### config.mk
export PLATFORM = sky130hd
export DESIGN_NAME = fifo_sync_param
export DESIGN_NICKNAME = d
export VERILOG_FILES = /design/src/rtl/fifo_pkg.sv /design/src/rtl/fifo_ram.sv /design/src/rtl/fifo_sync_param.sv
export SDC_FILE = /design/constraint.sdc
export NUM_CORES = 1
export LEC_CHECK = 0
export CELL_PAD_IN_SITES_DETAIL_PLACEMENT = 2
export CELL_PAD_IN_SITES_GLOBAL_PLACEMENT = 2
export CORE_ASPECT_RATIO = 1.75
export CORE_UTILIZATION = 55
export CTS_BUF_LIST = sky130_fd_sc_hd__clkbuf_4 sky130_fd_sc_hd__clkbuf_8
export DETAILED_ROUTE_END_ITERATION = 7
export DONT_BUFFER_PORTS = 1
export PLACE_DENSITY = 0.95
export SLEW_MARGIN = 20
export SYNTH_ARGS = -nofsm -noshare
export SYNTH_HDL_FRONTEND = slang
export SYNTH_HIERARCHICAL = 1
export SYNTH_SLANG_ARGS = --single-unit
export TNS_END_PERCENT = 30
### constraint.sdc
create_clock -name clk -period 10.3 [get_ports clk]
set_clock_uncertainty 0.05 [all_clocks]
set_input_delay 2.06 -clock clk [delete_from_list [all_inputs] [get_ports clk]]
set_output_delay 2.06 -clock clk [all_outputs]
set_load 0.01 [all_outputs]
### src/rtl/fifo_pkg.sv
// Shared defaults and sizing helper for the parametrised synchronous FIFO.
// Used by fifo_ram and fifo_sync_param (build option: FIFO_FWFT_EN).
package fifo_pkg;

    localparam int FIFO_DATA_W_DEF = 10;
    localparam int FIFO_DEPTH_DEF  = 16;

    function automatic int fifo_addr_w(input int depth);
        return $clog2(depth);
    endfunction

endpackage

### src/rtl/fifo_ram.sv
// Simple dual-port storage: synchronous write, asynchronous read address.
// Contents are deliberately not reset so the array can map onto distributed RAM.
module fifo_ram
    import fifo_pkg::*;
#(
    parameter  int DATA_W = FIFO_DATA_W_DEF,
    parameter  int DEPTH  = FIFO_DEPTH_DEF,
    localparam int ADDR_W = fifo_addr_w(DEPTH)
) (
    input  logic              clk,
    input  logic              i_we,
    input  logic [ADDR_W-1:0] i_waddr,
    input  logic [DATA_W-1:0] i_wdata,
    input  logic [ADDR_W-1:0] i_raddr,
    output logic [DATA_W-1:0] o_rdata
);

    logic [DATA_W-1:0] r_mem [DEPTH];

    always_ff @(posedge clk) begin
        if (i_we) begin
            r_mem[i_waddr] <= i_wdata;
        end
    end

    assign o_rdata = r_mem[i_raddr];

endmodule

### src/rtl/fifo_sync_param.sv
// Parametrised synchronous FIFO with fill level, almost thresholds and sticky errors.
// Define FIFO_FWFT_EN for first-word fall-through; default is a registered read port.
module fifo_sync_param
    import fifo_pkg::*;
#(
    parameter  int DATA_W = FIFO_DATA_W_DEF,
    parameter  int DEPTH  = FIFO_DEPTH_DEF,
    localparam int ADDR_W = fifo_addr_w(DEPTH)
) (
    input  logic              clk,
    input  logic              rst_n,
    input  logic              wr,
    input  logic [DATA_W-1:0] data_in,
    input  logic              rd,
    output logic [DATA_W-1:0] data_out,
    output logic              rd_valid,
    output logic [ADDR_W:0]   fifo_count,
    input  logic [ADDR_W:0]   af_thresh,
    input  logic [ADDR_W:0]   ae_thresh,
    output logic              fifo_full,
    output logic              fifo_empty,
    output logic              fifo_almost_full,
    output logic              fifo_almost_empty,
    output logic              fifo_overflow,
    output logic              fifo_underflow,
    input  logic              clr_err
);

    localparam logic [ADDR_W:0] PTR_ONE  = (ADDR_W+1)'(1);
    localparam logic [ADDR_W:0] CNT_FULL = (ADDR_W+1)'(DEPTH);

    logic [ADDR_W:0]   r_wptr;
    logic [ADDR_W:0]   r_rptr;
    logic [ADDR_W:0]   w_count;
    logic              w_we;
    logic              w_re;
    logic [DATA_W-1:0] w_rdata;
    logic              r_overflow;
    logic              r_underflow;

    // Extra pointer bit distinguishes full from empty; count is their modular difference.
    assign w_count    = r_wptr - r_rptr;
    assign fifo_count = w_count;
    assign fifo_full  = (w_count == CNT_FULL);
    assign fifo_empty = (w_count == '0);

    assign fifo_almost_full  = (w_count >= af_thresh);
    assign fifo_almost_empty = (w_count <= ae_thresh);

    assign w_we = wr & ~fifo_full;
    assign w_re = rd & ~fifo_empty;

    fifo_ram #(
        .DATA_W (DATA_W),
        .DEPTH  (DEPTH)
    ) u_ram (
        .clk     (clk),
        .i_we    (w_we),
        .i_waddr (r_wptr[ADDR_W-1:0]),
        .i_wdata (data_in),
        .i_raddr (r_rptr[ADDR_W-1:0]),
        .o_rdata (w_rdata)
    );

    always_ff @(posedge clk or negedge rst_n) begin
        if (!rst_n) begin
            r_wptr <= '0;
            r_rptr <= '0;
        end else begin
            if (w_we) begin
                r_wptr <= r_wptr + PTR_ONE;
            end
            if (w_re) begin
                r_rptr <= r_rptr + PTR_ONE;
            end
        end
    end

    // A new error in the same cycle as clr_err must not be lost, so set has priority.
    always_ff @(posedge clk or negedge rst_n) begin
        if (!rst_n) begin
            r_overflow  <= 1'b0;
            r_underflow <= 1'b0;
        end else begin
            if (wr && fifo_full) begin
                r_overflow <= 1'b1;
            end else if (clr_err) begin
                r_overflow <= 1'b0;
            end
            if (rd && fifo_empty) begin
                r_underflow <= 1'b1;
            end else if (clr_err) begin
                r_underflow <= 1'b0;
            end
        end
    end

    assign fifo_overflow  = r_overflow;
    assign fifo_underflow = r_underflow;

`ifdef FIFO_FWFT_EN
    assign data_out = w_rdata;
    assign rd_valid = ~fifo_empty;
`else
    logic [DATA_W-1:0] r_data_out;
    logic              r_rd_valid;

    always_ff @(posedge clk or negedge rst_n) begin
        if (!rst_n) begin
            r_data_out <= '0;
            r_rd_valid <= 1'b0;
        end else begin
            r_rd_valid <= w_re;
            if (w_re) begin
                r_data_out <= w_rdata;
            end
        end
    end

    assign data_out = r_data_out;
    assign rd_valid = r_rd_valid;
`endif

endmodule
Word level (Yosys, flattened, before mapping):

Memory sizes are Yosys's and may differ from the RTL's. A register that Yosys moved wholly into a read port is not among the register bits.
Cells that the tools add are included.

* bits in latches: 0
* output and inout bits: 22
* bits of input ports: 25
* bits in read-only memories: 0
* flip-flop bits (word level): 13
* memory bits (writable): 160
* memories kept: 1

Memories
* u_ram.r_mem: depth 16, bits a word 10, read ports 1, clocked after Yosys merged registers in 1, wr ports 1, RTL line fifo_ram.sv:18 `logic [DATA_W-1:0] r_mem [DEPTH];`

* shift-type cells: 0
* order comparisons: 2
* bitwise gates (word level): 4
* reduce and logical (&&, ||, !) cells: 6
* add/subtract/negate cells: 3
* eq/ne operators: 1
* div/mod/pow operators: 0
* multipliers: 0
* mux-type cells: 5

Operators with widths (count)
* $add 5x1->5 const B: 2
* $eq 5x5->1 const B: 1
* $ge 5x5->1: 1
* $le 5x5->1: 1
* $logic_not 5->1: 1
* $mux 1: 5
* $sub 5x5->5: 1
* $reduce_bool 2->1: 2
* $and 1x1->1: 2
* $logic_and 1x1->1: 2
* $not 1->1: 2
* $logic_not 1->1: 1

Logic depth before layout (Yosys ltp):

* word-level depth: 6
* depth in mapped cells: 13

Cells and area by module:

Netlist, hierarchy kept.

By module, submodules not included
* fifo_ram: instances 1, cells each 269, seq. area each 4804.6 um^2, area an instance 6153.4 um^2
* fifo_sync_param: instances 1, cells each 127, seq. area each 575.6 um^2, area an instance 1443.9 um^2

Worst setup path before layout:

OpenSTA, ideal clock, no wires.

* kind: input-to-output
* start: in af_thresh[0]
* end: out fifo_almost_full
* buffers on the path: 0
* arrival time: 3.504 ns
* data required time: 8.190 ns
* stages on the path: 6
* slack: 4.686 ns
* cells stage by stage: ha_1 -> nand2b_1 -> a21o_1 -> maj3_1 -> maj3_1 -> a21o_1

* cells in the longest elaborated chain, start to end: 1

RTL lines
* from (decl): RTL line fifo_sync_param.sv:18 `input logic [ADDR_W:0] af_thresh,`
* $ge 5x5->1: RTL line fifo_sync_param.sv:47 `assign fifo_almost_full = (w_count >= af_thresh);`
* to (decl): RTL line fifo_sync_param.sv:22 `output logic fifo_almost_full,`

No other way between the ends.

Worst setup path after layout:

* start: reg r_rptr[0]
* end: out fifo_almost_empty

* cells in the longest elaborated chain, start to end: 2

RTL lines
* from (decl): RTL line fifo_sync_param.sv:33 `logic [ADDR_W:0] r_rptr;`
* from (signal assigned): RTL line fifo_sync_param.sv:74 `r_rptr <= r_rptr + PTR_ONE;`
* $sub 5x5->5: RTL line fifo_sync_param.sv:42 `assign w_count = r_wptr - r_rptr;`
* named net fifo_count[4]: RTL line fifo_sync_param.sv:17 `output logic [ADDR_W:0] fifo_count,`
* $le 5x5->1: RTL line fifo_sync_param.sv:48 `assign fifo_almost_empty = (w_count <= ae_thresh);`
* to (decl): RTL line fifo_sync_param.sv:23 `output logic fifo_almost_empty,`

The timed path passes the listed nets, and every way through them passes these cells.

==> flow_summary.yaml <==
clock_tree:
  cts_sinks: 183
  clk_path_buf_depth: 2
  numCtsBuffers: 17
  cts.clk_slew.worst_paths_ps: 110
  post_cts_buffers: 0
  cts_htree_levels: 4
  cts_tree: "built"
  clock_latency_ps: 450
  cts-root-buf: "clkbuf_8"
  cts_resized: 0
  cts-hold-fix-buffers: 0
logic_synthesis:
  synth_area_mm2: 0.00760
  yosys_warnings: 6
  syn_nets: 435
  synthCells: 396
  ys_ff_latch: 183
  syn_area_per_cell_um2: 19.2
  synth.distinct_cells: 41
  synth_seq_area_share: 0.708
critical_path:
  cp_max_fo: 44
  critPathKind: "flop to output port"
  regToRegSetupSlack_ps: 5630
  cp.arrival_ps: 4190
  cp-start-kind: "flop"
  endpoint_kind: "output port"
  max_stage_delay_ps: 630
  crit_required_ps: 8190
  r2r_start: "r_rptr[0]"
  cp_top_family: "adder cells"
  timing.rr.end: "u_ram/r_mem[3][9]"
  path_cells: "buf_4 -> ha_1 -> inv_1 -> fa_1 -> nand3_1 -> a21oi_1 -> nor2_1 -> ha_1 -> a21oi_1 -> o21ai_0 -> o311a_1 -> a22oi_1"
  timing.critical_path.buf_inv: 2
  slowest_stage: "buf_4"
  worstRegToRegCells: 11
power:
  seqPwrFrac: 0.407
  power.internal_w: 0.00156
  power_leakage_nw: 2.87
  p_sw_w: 0.000941
  power.clock.fraction: 0.207
  p_comb_frac: 0.386
  ir_worst_vdd_mv: 0.161
  p_sw_frac: 0.376
  powerDensity_mw_per_mm2: 303
layout:
  area_delta_synth_final_pct: 8.43
  antennaDiodeCount: 0
  fin_nets: 448
  post-route-util: 0.612
  final_cell_mix: "edfxtp_1, mux4_2, dfrtp_1, a22oi_1, inv_1"
  finalNonFillerCells: 596
  drive_gt1_frac: 0.227
  final_common_cell: "edfxtp_1"
sta:
  fmax_mhz: 159
  fin_ws_ps: 4000
  setup_tns_ps: 0
  post-route-period-util: 0.611
  max_slew_margin: 0.247
  final-hold-violation-count: 0
  rsz0062_at_grt: "false"
  setup_violations: 0
  slew_violations: 0
  period_minus_slack_ps: 6300
  worst_slew_pin_slew_ps: 1130
global_routing:
  gr-total-overflow: 0
  grt_usage: 0.275
  grt_max_degree: 45
  grt_pass1_vias: 4336
  antenna_found_initial: 0
  grt_pass1_wl_um: 27200
drt:
  drcViolationCount: 0
  wl_per_cell_um: 30.5
  ant_nets: 0
  wirelength_um: 18200
  dr.first_iter.drc_count: 316
  dr.pass1.iters: 5
  viasPerCell: 6.45
  vias: 3842
floorplanning:
  core_mm2: 0.0135
  floorplan.initialDensity: 0.565
  boundaryPins: 47
  die_x_um: 90.8
  die_y_um: 157
  rows: 56
  dieArea_mm2: 0.0143
placed_design:
  dp_cells: 563
  preCtsSetupSlack_ps: 4480
  dp.final_hpwl_um: 12300
  port_buffers: 0
  place.gp.congestion: 0.767
worst_hold_path:
  hp-start: "r_rptr[4]"
  hold_class: "flop to flop"
  hold_end: "r_rptr[4]"
  whs_path_depth: 1
flow_run:
  drv_cap: 0
outcome:
  status: "completed"
power groups by stage:
| stage | Sequential [W] | Clock (W) | Combinational, W |
|---|---|---|---|
| after floorplan | 0.000998 | 0 | 0.000720 |
| after detailed placement | 0.00103 | 0 | 0.000958 |
| after global placement | 0.00101 | 0 | 0.000867 |
| after CTS | 0.00102 | 0.000527 | 0.000967 |
| final | 0.00102 | 0.000517 | 0.000965 |
| after global routing | 0.00103 | 0.000549 | 0.00104 |
kinds of logic after synthesis:
group | Yosys count | share of synthesized area
AOI/OAI and AO/OA | 37 | 0.0384
buffers and inverters | 32 | 0.0217
xor gates and xnor gates | 12 | 0.0138
and+or+nand+nor | 64 | 0.0445
adders and majority gates | 16 | 0.0267
DFF | 183 | 0.708
muxes | 52 | 0.147
sequential cells by signal (all words and copies together) (netlist names):
signal	cells
u_ram/r_mem	160
data_out	10
r_rptr	5
r_wptr	5
fifo_overflow	1
fifo_underflow	1
rd_valid	1
per-layer routing:
metal | routed length [um] | part of all wire | global-route usage | up-vias
met4 | 530 | 0.029 | 0.119 | 0
met3 | 706 | 0.039 | 0.0527 | 37
li1 | - | - | - | 1616
met1 | 6770 | 0.37 | 0.312 | 2047
met5 | 0 | 0 | 0 | -
met2 | 10200 | 0.56 | 0.504 | 142
metrics by stage:
stage               hold WS (ps)  power, W  area [um2]
detailed placement           480   0.00199        7770
global placement             466   0.00188        7770
floorplan                    448   0.00172        7600
global route                 517   0.00262        8240
finish                       488   0.00250        8240
CTS                          497   0.00251        8200
worst max-delay path by stage:
stage / from / end / slack [ps] / depth (start not counted)
after global placement: af_thresh[0] / fifo_almost_full / 4660 / 6
after floorplan: af_thresh[0] / fifo_almost_full / 4690 / 6
after CTS: r_rptr[0] / fifo_almost_empty / 3970 / 12
final: r_rptr[0] / fifo_almost_empty / 4000 / 12
after global routing: r_rptr[0] / fifo_almost_empty / 3730 / 12
after detailed placement: r_rptr[0] / fifo_almost_empty / 4480 / 12
cells in the mapped netlist:
library cell | number | area share
a21boi_2 | 1 | 0.0015
a21o_1 | 3 | 0.0030
a21oi_1 | 5 | 0.0033
a22o_1 | 2 | 0.0023
a22oi_1 | 21 | 0.021
and2_1 | 2 | 0.0016
and3_1 | 4 | 0.0033
and3b_4 | 1 | 0.0016
buf_1 | 5 | 0.0025
buf_4 | 2 | 0.0020
buf_6 | 2 | 0.0030
buf_8 | 2 | 0.0040
clkbuf_1 | 2 | 0.00099
dfrtp_1 | 23 | 0.076
edfxtp_1 | 160 | 0.63
fa_1 | 1 | 0.0026
ha_1 | 13 | 0.021
inv_1 | 19 | 0.0094
maj3_1 | 2 | 0.0026
mux2_2 | 3 | 0.0044
mux2_4 | 9 | 0.018
mux4_1 | 12 | 0.042
mux4_2 | 28 | 0.083
nand2_1 | 12 | 0.0059
nand2_4 | 1 | 0.0015
nand2b_1 | 3 | 0.0025
nand2b_4 | 1 | 0.0018
nand3_1 | 6 | 0.0040
nand3b_1 | 4 | 0.0040
nand4_1 | 2 | 0.0016
nor2_1 | 20 | 0.0099
nor2b_1 | 2 | 0.0016
nor3_1 | 4 | 0.0026
nor3_2 | 1 | 0.0013
o21ai_0 | 2 | 0.0013
o221a_2 | 1 | 0.0015
o221ai_4 | 1 | 0.0035
o311a_1 | 1 | 0.0013
or3b_1 | 1 | 0.0012
xnor2_1 | 7 | 0.0081
xor2_1 | 5 | 0.0058
cell type report:
class                      instances  area, um2
inverter                          19       71.3
tap                              174        218
timing repair buffer               7       56.3
multi-input combinational        181       2070
fill                            1068       5220
clock inverter                    15        203
sequential                       183       5380
clock buffer                      17        234
No activity file was read; power rests on OpenSTA's default activity.
